[src/rtl/fetch_ctrl.sv]
// -----------------------------------------------------------------------------
// fetch_ctrl
//
// Instruction fetch sequencer. Walks one instruction at a time through
//   IDLE -> FETCH -> LOAD -> CHECK -> (ISSUE) -> NEXT -> FETCH ...
// FETCH waits ROM_LAT+1 cycles for the instruction ROM, LOAD strobes the
// instruction register, CHECK looks at the condition flag and either issues
// the instruction to the execute unit or skips it, and NEXT advances the PC.
// A halt request is only honoured at the instruction boundary (NEXT), so an
// instruction that has started fetching always completes with one IR load
// and one PC increment.
//
// Parameters
//   ROM_LAT    cycles from PC update to valid ROM data (1..3)
//   CNT_W      width of the issue/skip statistics counters
//
// Ports
//   clk        clock, rising edge
//   Rst        asynchronous reset, active low
//   start      level: begin/resume fetching from IDLE or HALTED
//   halt       level: stop at the next instruction boundary
//   flag       condition-pass from the instruction register (used in CHECK)
//   exec_done  execute unit finished the issued instruction (used in ISSUE)
//   Write_PC   PC increment enable
//   Write_IR   instruction register load enable
//   ir_valid   issued instruction presented to the execute unit
//   busy       high outside IDLE and HALTED
//   state      current state encoding, for debug
//   issue_cnt  saturating count of issued instructions
//   skip_cnt   saturating count of skipped instructions
// -----------------------------------------------------------------------------
module fetch_ctrl #(
  parameter int ROM_LAT = 1,
  parameter int CNT_W   = 16
) (
  input  logic             clk,
  input  logic             Rst,
  input  logic             start,
  input  logic             halt,
  input  logic             flag,
  input  logic             exec_done,
  output logic             Write_PC,
  output logic             Write_IR,
  output logic             ir_valid,
  output logic             busy,
  output logic [2:0]       state,
  output logic [CNT_W-1:0] issue_cnt,
  output logic [CNT_W-1:0] skip_cnt
);

  typedef enum logic [2:0] {
    S_IDLE    = 3'd0,
    S_FETCH   = 3'd1,
    S_LOAD    = 3'd2,
    S_CHECK   = 3'd3,
    S_ISSUE   = 3'd4,
    S_NEXT    = 3'd5,
    S_HALTED  = 3'd6,
    S_ILLEGAL = 3'd7
  } state_e;

  // Wait counter only needs to reach ROM_LAT (at most 3).
  localparam logic [1:0] LP_LAT = 2'(ROM_LAT);

  state_e           r_state;
  state_e           w_next_state;
  logic [1:0]       r_wait;
  logic [CNT_W-1:0] r_issue_cnt;
  logic [CNT_W-1:0] r_skip_cnt;

  logic             w_fetch_done;
  logic             w_issue_inc;
  logic             w_skip_inc;

  assign w_fetch_done = (r_wait == LP_LAT);
  assign w_issue_inc  = (r_state == S_CHECK) &&  flag;
  assign w_skip_inc   = (r_state == S_CHECK) && !flag;

  // ---------------------------------------------------------------------------
  // State register
  // ---------------------------------------------------------------------------
  // NOTE: state is updated with non-blocking assignments so every flop samples
  // the pre-edge values of its neighbours; blocking here would create order-
  // dependent simulation and a mismatch against the synthesized netlist.
  always_ff @(posedge clk or negedge Rst) begin
    if (!Rst) begin
      r_state <= S_IDLE;
    end else begin
      r_state <= w_next_state;
    end
  end

  // ---------------------------------------------------------------------------
  // Next-state logic
  // ---------------------------------------------------------------------------
  // NOTE: the default assignment at the top of the block guarantees a value on
  // every path through the case, so no latch is inferred for w_next_state.
  always_comb begin
    w_next_state = r_state;
    case (r_state)
      S_IDLE: begin
        // halt is deliberately ignored here; only start matters.
        if (start) w_next_state = S_FETCH;
      end
      S_FETCH: begin
        if (w_fetch_done) w_next_state = S_LOAD;
      end
      S_LOAD: begin
        w_next_state = S_CHECK;
      end
      S_CHECK: begin
        w_next_state = flag ? S_ISSUE : S_NEXT;
      end
      S_ISSUE: begin
        if (exec_done) w_next_state = S_NEXT;
      end
      S_NEXT: begin
        // The only point where a pending halt takes effect.
        w_next_state = halt ? S_HALTED : S_FETCH;
      end
      S_HALTED: begin
        // halt dominates start when both are high.
        if (start && !halt) w_next_state = S_FETCH;
      end
      default: begin
        // Unused encoding 7 recovers to IDLE.
        w_next_state = S_IDLE;
      end
    endcase
  end

  // ---------------------------------------------------------------------------
  // Output decode: a pure function of the state register, so the strobes are
  // glitch-free with respect to inputs and mutually exclusive by construction.
  // ---------------------------------------------------------------------------
  always_comb begin
    Write_PC = 1'b0;
    Write_IR = 1'b0;
    ir_valid = 1'b0;
    busy     = 1'b1;
    case (r_state)
      S_LOAD:   Write_IR = 1'b1;
      S_ISSUE:  ir_valid = 1'b1;
      S_NEXT:   Write_PC = 1'b1;
      S_IDLE,
      S_HALTED: busy     = 1'b0;
      default:  ;
    endcase
  end

  assign state     = r_state;
  assign issue_cnt = r_issue_cnt;
  assign skip_cnt  = r_skip_cnt;

  // ---------------------------------------------------------------------------
  // ROM wait counter. Held at zero outside FETCH so it is already cleared on
  // every entry into FETCH; in FETCH it counts 0..ROM_LAT, giving ROM_LAT+1
  // cycles before LOAD. The wrap on the final FETCH cycle is harmless because
  // the next state is LOAD, where the counter is cleared anyway.
  // ---------------------------------------------------------------------------
  always_ff @(posedge clk or negedge Rst) begin
    if (!Rst) begin
      r_wait <= 2'd0;
    end else if (r_state == S_FETCH) begin
      r_wait <= r_wait + 2'd1;
    end else begin
      r_wait <= 2'd0;
    end
  end

  // ---------------------------------------------------------------------------
  // Statistics counters: saturate at all-ones, cleared only by reset.
  // ---------------------------------------------------------------------------
  always_ff @(posedge clk or negedge Rst) begin
    if (!Rst) begin
      r_issue_cnt <= '0;
    end else if (w_issue_inc && (r_issue_cnt != {CNT_W{1'b1}})) begin
      r_issue_cnt <= r_issue_cnt + CNT_W'(1);
    end
  end

  always_ff @(posedge clk or negedge Rst) begin
    if (!Rst) begin
      r_skip_cnt <= '0;
    end else if (w_skip_inc && (r_skip_cnt != {CNT_W{1'b1}})) begin
      r_skip_cnt <= r_skip_cnt + CNT_W'(1);
    end
  end

endmodule

[config.mk]
export PLATFORM = sky130hd
export DESIGN_NAME = fetch_ctrl
export DESIGN_NICKNAME = d
export VERILOG_FILES = /design/src/rtl/fetch_ctrl.sv
export SDC_FILE = /design/constraint.sdc
export NUM_CORES = 1
export LEC_CHECK = 0
export ABC_AREA = 1
export CAP_MARGIN = 20
export CORE_MARGIN = 4
export CORE_UTILIZATION = 52
export DETAILED_ROUTE_END_ITERATION = 7
export GPL_TIMING_DRIVEN = 0
export PLACE_DENSITY_LB_ADDON = 0.3
export SYNTH_ARGS = -nofsm -noshare
export SYNTH_HDL_FRONTEND = slang
export SYNTH_SLANG_ARGS = --single-unit
[constraint.sdc]
create_clock -name clk -period 1.85 [get_ports clk]
set_input_delay 0.2775 -clock clk [delete_from_list [all_inputs] [get_ports clk]]
set_output_delay 0.2775 -clock clk [all_outputs]
set_load 0.02 [all_outputs]
# Yosys cells after proc, flatten, opt, wreduce, memory -nomap -nowiden
# Cells that the tools add are included.
[op_classes] muxes=12 eq_ne=13 add_sub_neg=3 n_reduce_logical=10
[ops] cell="16-bit by 1-bit adder with 16-bit output (second input constant)" n=2
[ops] cell="16-bit != test (second input constant)" n=2
[ops] cell="3-bit case mux with 7 select lines" n=1
[ops] cell="3-bit two-way mux" n=5
[ops] cell="3-bit equality test (second input constant)" n=3
[ops] cell="2-bit != test (second input constant)" n=4
[ops] cell="3-bit by 2-bit equality test with 1-bit output (second input constant)" n=2
[ops] cell="1-bit logical AND" n=5
[ops] cell="1-bit two-way mux" n=5
[ops] cell="4-bit AND reduction" n=1
[ops] cell="3-bit by 1-bit equality test with 1-bit output (second input constant)" n=1
[ops] cell="3-bit zero test" n=1
[ops] cell="2-bit by 1-bit adder with 2-bit output (second input constant)" n=1
[ops] cell="2-bit by 1-bit equality test with 1-bit output (second input constant)" n=1
[ops] cell="1-bit zero test" n=2
[ops] cell="2-bit two-way mux" n=1
[ops] cell="2-bit OR reduction" n=1
[word_totals] inputBits=6 output_inout_bits=39 word_cells=42 register_bits=37

# Logic depth before layout (Yosys ltp)
[logic_depth] depth_word=4 ltp_mapped=10 ltp_nobuf=10

# Worst setup path before layout
# Ideal clock, no wire load.
[synth_path] path_kind="register to register" startpoint="register r_issue_cnt[1], in the netlist issue_cnt[1]" endpoint="register r_issue_cnt[8], in the netlist issue_cnt[8]" synth_period_minus_slack_ns=1.572 n_path_buf=1 setup_ns=0.118 t_arrival_ns=1.454 slack_ns=0.278 stages_incl_launch_ff=10 required_ns=1.732 cell_sequence="dfrtp_1 ha_1 nand2_1 nor2_2 nand3_2 nand2_4 nand2_4 buf_6 nand2_1 o21ai_2"
[synth_via] elab_chain_cells=2 word_cells_on_any_way=3 cone_classes="1 x add/sub; 1 x eq/ne; 1 x reduce/logical"
[synth_rtl] item="start: declaration" line="68" rtl="logic [CNT_W-1:0] r_issue_cnt;"
[synth_rtl] item="start signal: assignment" line="178" rtl="r_issue_cnt <= r_issue_cnt + CNT_W'(1);"
[synth_rtl] item="branches (longest 2 deep; another with 16-bit by 1-bit adder with 16-bit output)"
# Parallel ways; which one is timed is not known.
# A chain may end at the register's enable or synchronous reset.

# Final worst setup path
[layout_path] startpoint="register r_state[0], in the netlist state[0]" endpoint="output port busy"
[layout_via] elab_chain_cells=3 word_cells_on_any_way=4 cone_classes="1 x eq/ne; 1 x mux; 2 x reduce/logical"
[layout_rtl] item="start: declaration" line="65" rtl="state_e r_state;"
[layout_rtl] item="start signal: assignment" line="89" rtl="r_state <= w_next_state;"
[layout_rtl] item="3-bit equality test / 3-bit zero test (equally long branches)" line="141" rtl="case (r_state)"
[layout_rtl] item="2-bit OR reduction (*)" line="141"
[layout_rtl] item="1-bit two-way mux (*)" line="141"
[layout_rtl] item="end: declaration" line="45" rtl="output logic busy,"
# Every way passes the cells marked *; elsewhere a longest branch is shown, timed or not.

==> results.tsv <==
metric	value	unit
cp.required	1.57	ns
grt_antenna_before_repair	0	
core_area	4354	µm²
critical_path_arrival	1.47	ns
cts_buffers	5	
ys_warn_count	0	
crit_type	flip-flop to output port	
layout_min_cycle_time	1.752	ns
power.leakage	1.347	nW
post-route-util	67.24	%
power_density	1074	nW/µm²
wl_per_cell	11.88	µm
netlist_area	2346	µm²
slew_headroom	44.95	%
drtIter0Drc	62	
layout-drive-gt1-share	9.043	%
fin_area	2928	µm²
synthTopCellsByCount	nand2_1, dfrtp_1, nor2_1	
synth-edff-count	0	
synth_top_area_cell	dfrtp_1	
area_growth	24.80	%
dp_hpwl	3812	µm
drc	0	
crit_fanout	6	
hold_viol_final	0	
avgSynthCellArea	7.218	µm²
rows	24	
root_buffer	clkbuf_8	
num-nets-final	385	
die_h	75.17	µm
ioPinCount	45	
rsz0062_at_grt	no	
synth_ff_type	dfrtp_1	
dieWidth	75.17	µm
synth_area_leaders	dfrtp_1, nand2_1, nand3_1	
clock_sinks	37	
path_clk_slew	0.07	ns
rrSetupSlack	0.23	ns
slew_violations	0	
yosysTopAreaCellShare	39.47	%
drtAntennaViolNets	0	
drt_wl_total	5085	µm
synth_cell_type_count	27	
yosysMostFrequentCell	nand2_1	
worstSetupStartpointType	flip-flop	
htreeDepth	2	
diodes	0	
vias	2167	
grt_pass1_wl	8383	µm
fmax	570.8	MHz
grt_pass1_vias	2028	
grt_use_total	19.10	%
synth_fp_nets	334	
hold_class	input port to async pin	
skew	0.008849	ns
peakVddDrop	0.0006204	V
first_pass_iters	4	
postPlaceCellArea	2846	µm²
end_kind	output port	
period_share	94.69	%
ys_async_sr_fraction	100.0	%
setup_viol	0	
drv_cap	0	
outcome	completed	
worst_pin_slew	0.8257	ns
cts_tree	yes	
overflow	0	
reg2regPathDepth	9	
syn_inst	325	
routed_via_density	5.063	
clk_latency	0.29	ns
finalSetupTns	0	ns
die-area	5650	µm²
initial_core_util	53.88	%
clockBufferDepth	2	
cts_setup_buffers	0	
grt_max_degree	38	
port_buffers	44	
ys_seq_area_share	39.47	%
cts_hold_buf	0	
gp_congestion	0.8698	
timing.hold.ws	0.07906	ns
ys_seq_elements	37	
==> what timing repair did <==
item | in CTS | in global routing
resized for setup | 4 | 0
hold endpoints to repair | 0 | 0
endpoints found under the setup margin | 4 | 0
==> worst max-delay path, stage by stage (launching register included) <==
cell and delay, ns:
dfrtp_1 0.45, inv_1 0.12, nand2_1 0.05, nor2_1 0.18, a21oi_1 0.06, dlygate4sd2_1 0.33
==> final cells by class <==
| type | instances | area, µm² |
|---|---|---|
| inverters | 36 | 135.1 |
| flip-flops and latches | 37 | 925.9 |
| repair buffers | 44 | 430.4 |
| clock buffers | 7 | 86.33 |
| plain buffers | 4 | 45.04 |
| fillers | 390 | 1426 |
| well taps | 52 | 65.06 |
| multi-input cells | 248 | 1240 |
==> metal layers <==
layer  GRT usage, %  share of wire [%]  vias to the layer above
li1               -                  -                     1121
met1          22.47                 43                      990
met2          33.75                 50                       46
met3          4.272                4.8                       10
met4          7.379                1.9                        0
met5              0                  0                        -
==> cell families after synthesis <==
group,Yosys count,synth area share (%)
DFF,37,39.47
buffers and inverters,40,7.680
AOI/OAI and AO/OA,20,5.280
xor gates and xnor gates,15,5.600
adders and majority gates,3,1.600
and+or+nand+nor,210,40.37
==> metrics by stage <==
| step | setup WS, ns | cells | power [W] |
|---|---|---|---|
| finish | 0.09819 | 428 | 0.003145 |
| global route | 0.01901 | 428 | 0.003364 |
| CTS | 0.09934 | 428 | 0.003182 |
| detailed placement | 0.1574 | 421 | 0.002632 |
| global placement | -0.3855 | 421 | 0.002601 |
| floorplan | 0.2776 | 325 | 0.002077 |
==> cells in the final DEF, fill, tap and decap left out, types with 3 or more instances in the layout <==
master,Yosys,routed
dlygate4sd2_1,0,4
nand4_1,11,11
xor2_1,10,10
a21oi_1,3,3
xnor2_1,5,5
nor2_2,4,4
o21ai_2,5,5
clkbuf_8,0,6
nand2_1,124,124
inv_1,31,31
nand2_4,3,3
buf_6,4,4
nand3_1,26,26
inv_2,5,5
nor2_1,32,32
dfrtp_1,37,37
o21ai_0,9,9
clkdlybuf4s50_1,0,39
ha_1,3,3
==> registers in the layout, indices dropped and copies added (netlist names) <==
register / count
issue_cnt: 16
r_wait: 2
skip_cnt: 16
state: 3
==> worst paths after layout <==
kind                            endpoint          from
min                        issue_cnt[13]           Rst
min in group clk               r_wait[0]     r_wait[0]
max                                 busy      state[0]
max reg2reg                 issue_cnt[8]  issue_cnt[0]
max in group asynchronous  issue_cnt[15]           Rst
min reg2reg                    r_wait[0]     r_wait[0]
==> report_power, final <==
group / total (W) / leakage, nW / switching (W) / internal, W
logic: 0.00137 / 0.805 / 0.000772 / 0.000596
clock network: 0.000559 / 0.0443 / 0.000263 / 0.000295
registers: 0.00122 / 0.498 / 0.000237 / 0.000981
No activity file was read; power rests on OpenSTA's default activity.
==> patch 1 (same flow settings) <==
`CNT_W`: 16 -> 32.
--- a/src/rtl/fetch_ctrl.sv
+++ b/src/rtl/fetch_ctrl.sv
@@ -31,7 +31,7 @@
 // -----------------------------------------------------------------------------
 module fetch_ctrl #(
   parameter int ROM_LAT = 1,
-  parameter int CNT_W   = 16
+  parameter int CNT_W   = 32
 ) (
   input  logic             clk,
   input  logic             Rst,
Interface: changed (resized issue_cnt and skip_cnt); port bits go from 45 to 77. The function was not compared with the original's and may differ.
==> patch 1 against the original RTL <==
Critical path depth shrank 1; global-route usage grew 6.8 points; sequential cell count grew 32; non-clock buffer count grew 45; worst setup slack lost 42 ps; synthesized area grew 100%; final cell count grew 120%; design area grew 100%; clock skew shrank 3.4 ps; count of clock-buffer cells in the layout grew 3; total power grew 31%; routed wire length grew to 2.5 times the old value; sequential power grew 49%; highest routed layer unchanged.
==> patch 1: results (changes against the original RTL) <==
[run_status]
status = finished, final reports clean

[placed_design]
gp_congestion = 0.9357  ; +7.6%
io_buffer_count = 76  ; +73%
dpl.hpwl_mm = 9.630  ; +150%
dp_slack_ps = -197.0  ; -354.4 ps
dp.cells = 913  ; +120%

[final_layout]
n_all_buffers = 93  ; +94%
clk_share_pct = 2.975  ; +0.026 points
regArea_sq_um = 1744  ; +88%
nMultiInputCombCells = 581  ; +130%
nets = 833  ; +120%
fillers = 767  ; +97%
drive_gt1_share_pct = 10.01  ; +0.97 points
clockBufferCount = 10  ; +3
buf_share_pct = 15.34  ; -0.90 points
n_all_inverters = 70  ; +94%
multi_input_area_share_pct = 45.30  ; +3.0 points
seq_cell_count = 69  ; +86%

[sta]
period_share_pct = 96.98  ; +2.3 points
skew_ps = 5.495  ; -3.354 ps
maxSlewHeadroom_pct = 40.14  ; -4.8 points

[grt]
grt_pass1_vias = 4609  ; +130%
grt_max_degree = 70  ; +84%
met2_usage_pct = 43.17  ; +9.4 points
antenna_found_initial = 0  ; unchanged
met1_usage_pct = 34.19  ; +12 points
grt_usage_pct = 25.85  ; +6.8 points
grt_pass1_wl_mm = 21.68  ; +160%
use_met3_pct = 4.060  ; -0.21 points

[synthesis]
synth_compound_area_share_pct = 1.653  ; -3.6 points
synth_xor_xnor_area_share_pct = 4.292  ; -1.3 points
yosysSeqAreaShare_pct = 36.79  ; -2.7 points
synth_area_leaders = dfrtp_1 (37%), nand2_1 (27%), nor2_1 (9.1%), inv_1 (5.4%), nand3_1 (3.8%)
netlist_instances = 729  ; +120%
synth_adder_area_share_pct = 0.7998  ; -0.80 points
synthMuxAreaShare_pct = 0  ; unchanged
yosys-top-cells-count = nand2_1 (343), nor2_1 (114), dfrtp_1 (69)
synth_fp_nets = 738  ; +120%
synth_cell_types = 26  ; -3.7%

[route]
route.met3.wl_microns = 736  ; +200%
wl_per_cell_microns = 13.78  ; +16%
wl_met1_mm = 5.587  ; +160%
via_per_inst = 5.237  ; +3.4%
route.met2.wl_mm = 6.307  ; +150%
drtIter0Drc = 318  ; +410%
first_pass_iters = 5  ; +1
via_count = 4907  ; +130%

[clocking]
worstSkewPairLatency_ps = 350  ; +60 ps
cts_made_buffers = 9  ; +4
cts_htree_levels = 3  ; +1

[worst_setup_path]
worstPathMaxFanout = 7  ; +1
critPathCapture = Write_IR
max_stage_delay_ps = 460
cp.arrival_ps = 1520  ; +50 ps
reg2reg_depth = 10  ; +1
timing.rr.start = issue_cnt[1]$_DFFE_PN0P_
r2r_setup_slack_ps = 110  ; -120 ps

[pwr]
ir_drop_mv = 0.6832  ; +10%
power_leakage_nw = 2.616  ; +94%

-- patch 1: power by group --
group | switching, mW | internal [mW]
sequential | 0.189 | 1.63
clock | 0.654 | 0.496
combinational | 0.677 | 0.485
-- patch 1: metrics by stage --
stage,hold WS (ps),instance area (sq um),power (mW)
final,29.94,5888,4.134
after global placement,417.6,5589,2.856
after detailed placement,433.0,5587,2.904
after CTS,77.74,5788,4.028
after floorplan,-18.09,4693,2.437
after global routing,112.0,5888,4.370
-- patch 1: repair_timing --
| action | in CTS | in global routing |
|---|---|---|
| endpoints found under the setup margin | 55 | 54 |
| buffers inserted | 2 | 6 |
| pin swaps | 1 | 4 |
| resized for setup | 10 | 22 |
| hold buffers | 0 | 0 |
-- patch 1: worst register-to-register path: stages (launching register included) --
cell and delay (ps):
dfrtp_2 420, ha_4 190, inv_2 60, nor2_4 140, nand2_2 110, nor2_4 160
nand3_4 130, nand2_4 160, buf_6 170, nand2_1 60, nand2_1 60
==> patch 2 (same flow settings) <==
Made on the original files. Make the reset (`Rst`) synchronous in 4 clocked blocks. Comments in the files are not updated.
--- a/src/rtl/fetch_ctrl.sv
+++ b/src/rtl/fetch_ctrl.sv
@@ -82,7 +82,7 @@
   // NOTE: state is updated with non-blocking assignments so every flop samples
   // the pre-edge values of its neighbours; blocking here would create order-
   // dependent simulation and a mismatch against the synthesized netlist.
-  always_ff @(posedge clk or negedge Rst) begin
+  always_ff @(posedge clk) begin
     if (!Rst) begin
       r_state <= S_IDLE;
     end else begin
@@ -158,7 +158,7 @@
   // cycles before LOAD. The wrap on the final FETCH cycle is harmless because
   // the next state is LOAD, where the counter is cleared anyway.
   // ---------------------------------------------------------------------------
-  always_ff @(posedge clk or negedge Rst) begin
+  always_ff @(posedge clk) begin
     if (!Rst) begin
       r_wait <= 2'd0;
     end else if (r_state == S_FETCH) begin
@@ -171,7 +171,7 @@
   // ---------------------------------------------------------------------------
   // Statistics counters: saturate at all-ones, cleared only by reset.
   // ---------------------------------------------------------------------------
-  always_ff @(posedge clk or negedge Rst) begin
+  always_ff @(posedge clk) begin
     if (!Rst) begin
       r_issue_cnt <= '0;
     end else if (w_issue_inc && (r_issue_cnt != {CNT_W{1'b1}})) begin
@@ -179,7 +179,7 @@
     end
   end
 
-  always_ff @(posedge clk or negedge Rst) begin
+  always_ff @(posedge clk) begin
     if (!Rst) begin
       r_skip_cnt <= '0;
     end else if (w_skip_inc && (r_skip_cnt != {CNT_W{1'b1}})) begin
Formal check against the unedited RTL: differs if Rst is asserted again (counterexample within 4 cycles, from zero or initial values and one cycle with Rst low); with Rst held inactive, the same outputs for 10 cycles.
==> patch 2 against the original RTL <==
Design area shrank 4.7%; worst setup slack better by 71 ps; synthesized area decreased by 6.7%; clock skew fell by 4.6 ps; sequential cell count stayed put; routed wire length increased by 3.3%.
Power is not compared: it rests on default switching activity, and its combinational part moved more than twofold at a synthesized area within 25%.
==> patch 2: results (changes against the original RTL) <==
[worst_setup_path]
cpMaxStageDelayCell = clkdlybuf4s50_1
worstPathMaxFanout = 7  ; +1
critPathCapture = skip_cnt[12]
max_stage_delay_ps = 660  ; +210 ps
timing.rr.start = issue_cnt[1]$_SDFFE_PN0P_
regToRegEndpoint = issue_cnt[10]$_SDFFE_PN0P_
cp-startpoint = skip_cnt[12]$_SDFFE_PN0P_
reg2reg_depth = 10  ; +1
cp.arrival_ps = 1400  ; -70 ps
critical_path.top_delay_family = buffers and inverters

[floorplanning]
die_w_microns = 72.87  ; -3.1%

[final_layout]
drive_gt1_share_pct = 7.868  ; -1.2 points
fillers = 398  ; +2.1%
utilization_pct = 69.25  ; +2.0 points
n_all_inverters = 37  ; +2.8%
seq_area_share_pct = 26.68  ; -4.9 points
multi_input_area_share_pct = 45.02  ; +2.7 points
nets = 402  ; +4.4%
nMultiInputCombCells = 261  ; +5.2%
n_all_buffers = 51  ; +6.3%

[synthesis]
yosysSeqAreaShare_pct = 33.85  ; -5.6 points
yosys-top-cells-count = nand2_1 (102), nor2_1 (44), dfxtp_1 (37)
synth.avg_cell_area_sq_um = 6.380  ; -12%
synth_cell_types = 24  ; -11%
synth_fp_nets = 352  ; +5.4%
synth_ff_type = dfxtp_1
synth_area_leaders = dfxtp_1 (34%), nand2_1 (17%), nand3_1 (8.0%), nor2_1 (7.5%), a21oi_1 (6.9%)

[route]
via_count = 2295  ; +5.9%
drtIter0Drc = 136  ; +120%
via_per_inst = 5.169  ; +2.1%
wl_per_cell_microns = 11.83  ; -0.46%

[run_status]
status = finished, final reports clean

[placed_design]
gp_congestion = 0.8686  ; -0.14%
dp_slack_ps = -23.95  ; -181.4 ps
dpl_cell_area_sq_um = 2681  ; -5.8%
dpl.hpwl_mm = 3.865  ; +1.4%
io_buffer_count = 43  ; -2.3%
dp.cells = 436  ; +3.6%

[sta]
layout_min_cycle_time_ps = 1681  ; -70.58 ps
worst_slew_pin_slew_ps = 496.1  ; -329.6 ps
holdWs_ps = 421.7  ; +342.6 ps
skew_ps = 4.245  ; -4.604 ps

[grt]
grt_pass1_vias = 2050  ; +1.1%
grt_usage_pct = 21.31  ; +2.2 points
met2_usage_pct = 35.57  ; +1.8 points
use_met3_pct = 4.270  ; about the same
met1_usage_pct = 26.76  ; +4.3 points
grt_pass1_wl_mm = 9.018  ; +7.6%

[clocking]
ctsResizeCount = 5  ; +1

[worst_hold_path]
hp-start = Rst

==> patch 2: changes by cell type after synthesis, moves of 4 or more <==
cell | before | now
dfrtp_1 | 37 | 0
o21ai_0 | 9 | 5
nand2_1 | 124 | 102
nor3_1 | 1 | 5
nand3_1 | 26 | 35
o21ai_2 | 5 | 0
a21oi_1 | 3 | 30
dfxtp_1 | 0 | 37
nor2_1 | 32 | 44
==> patch 2: kinds of logic after synthesis <==
kind of cell	count (synthesis)	synth area share, %
AND/OR/NAND/NOR	208	41.74
buffers and inverters	45	8.977
AO/OA/AOI/OAI	38	8.919
flip-flops	37	33.85
XOR/XNOR	12	4.803
adder cells (fa/ha/maj)	3	1.715
==> patch 2: metal layers <==
| layer | wire length [microns] | share of wire, % |
|---|---|---|
| met5 | 0 | 0 |
| met4 | 82 | 1.6 |
| met3 | 268 | 5.1 |
| met2 | 2570 | 49 |
| met1 | 2330 | 44 |
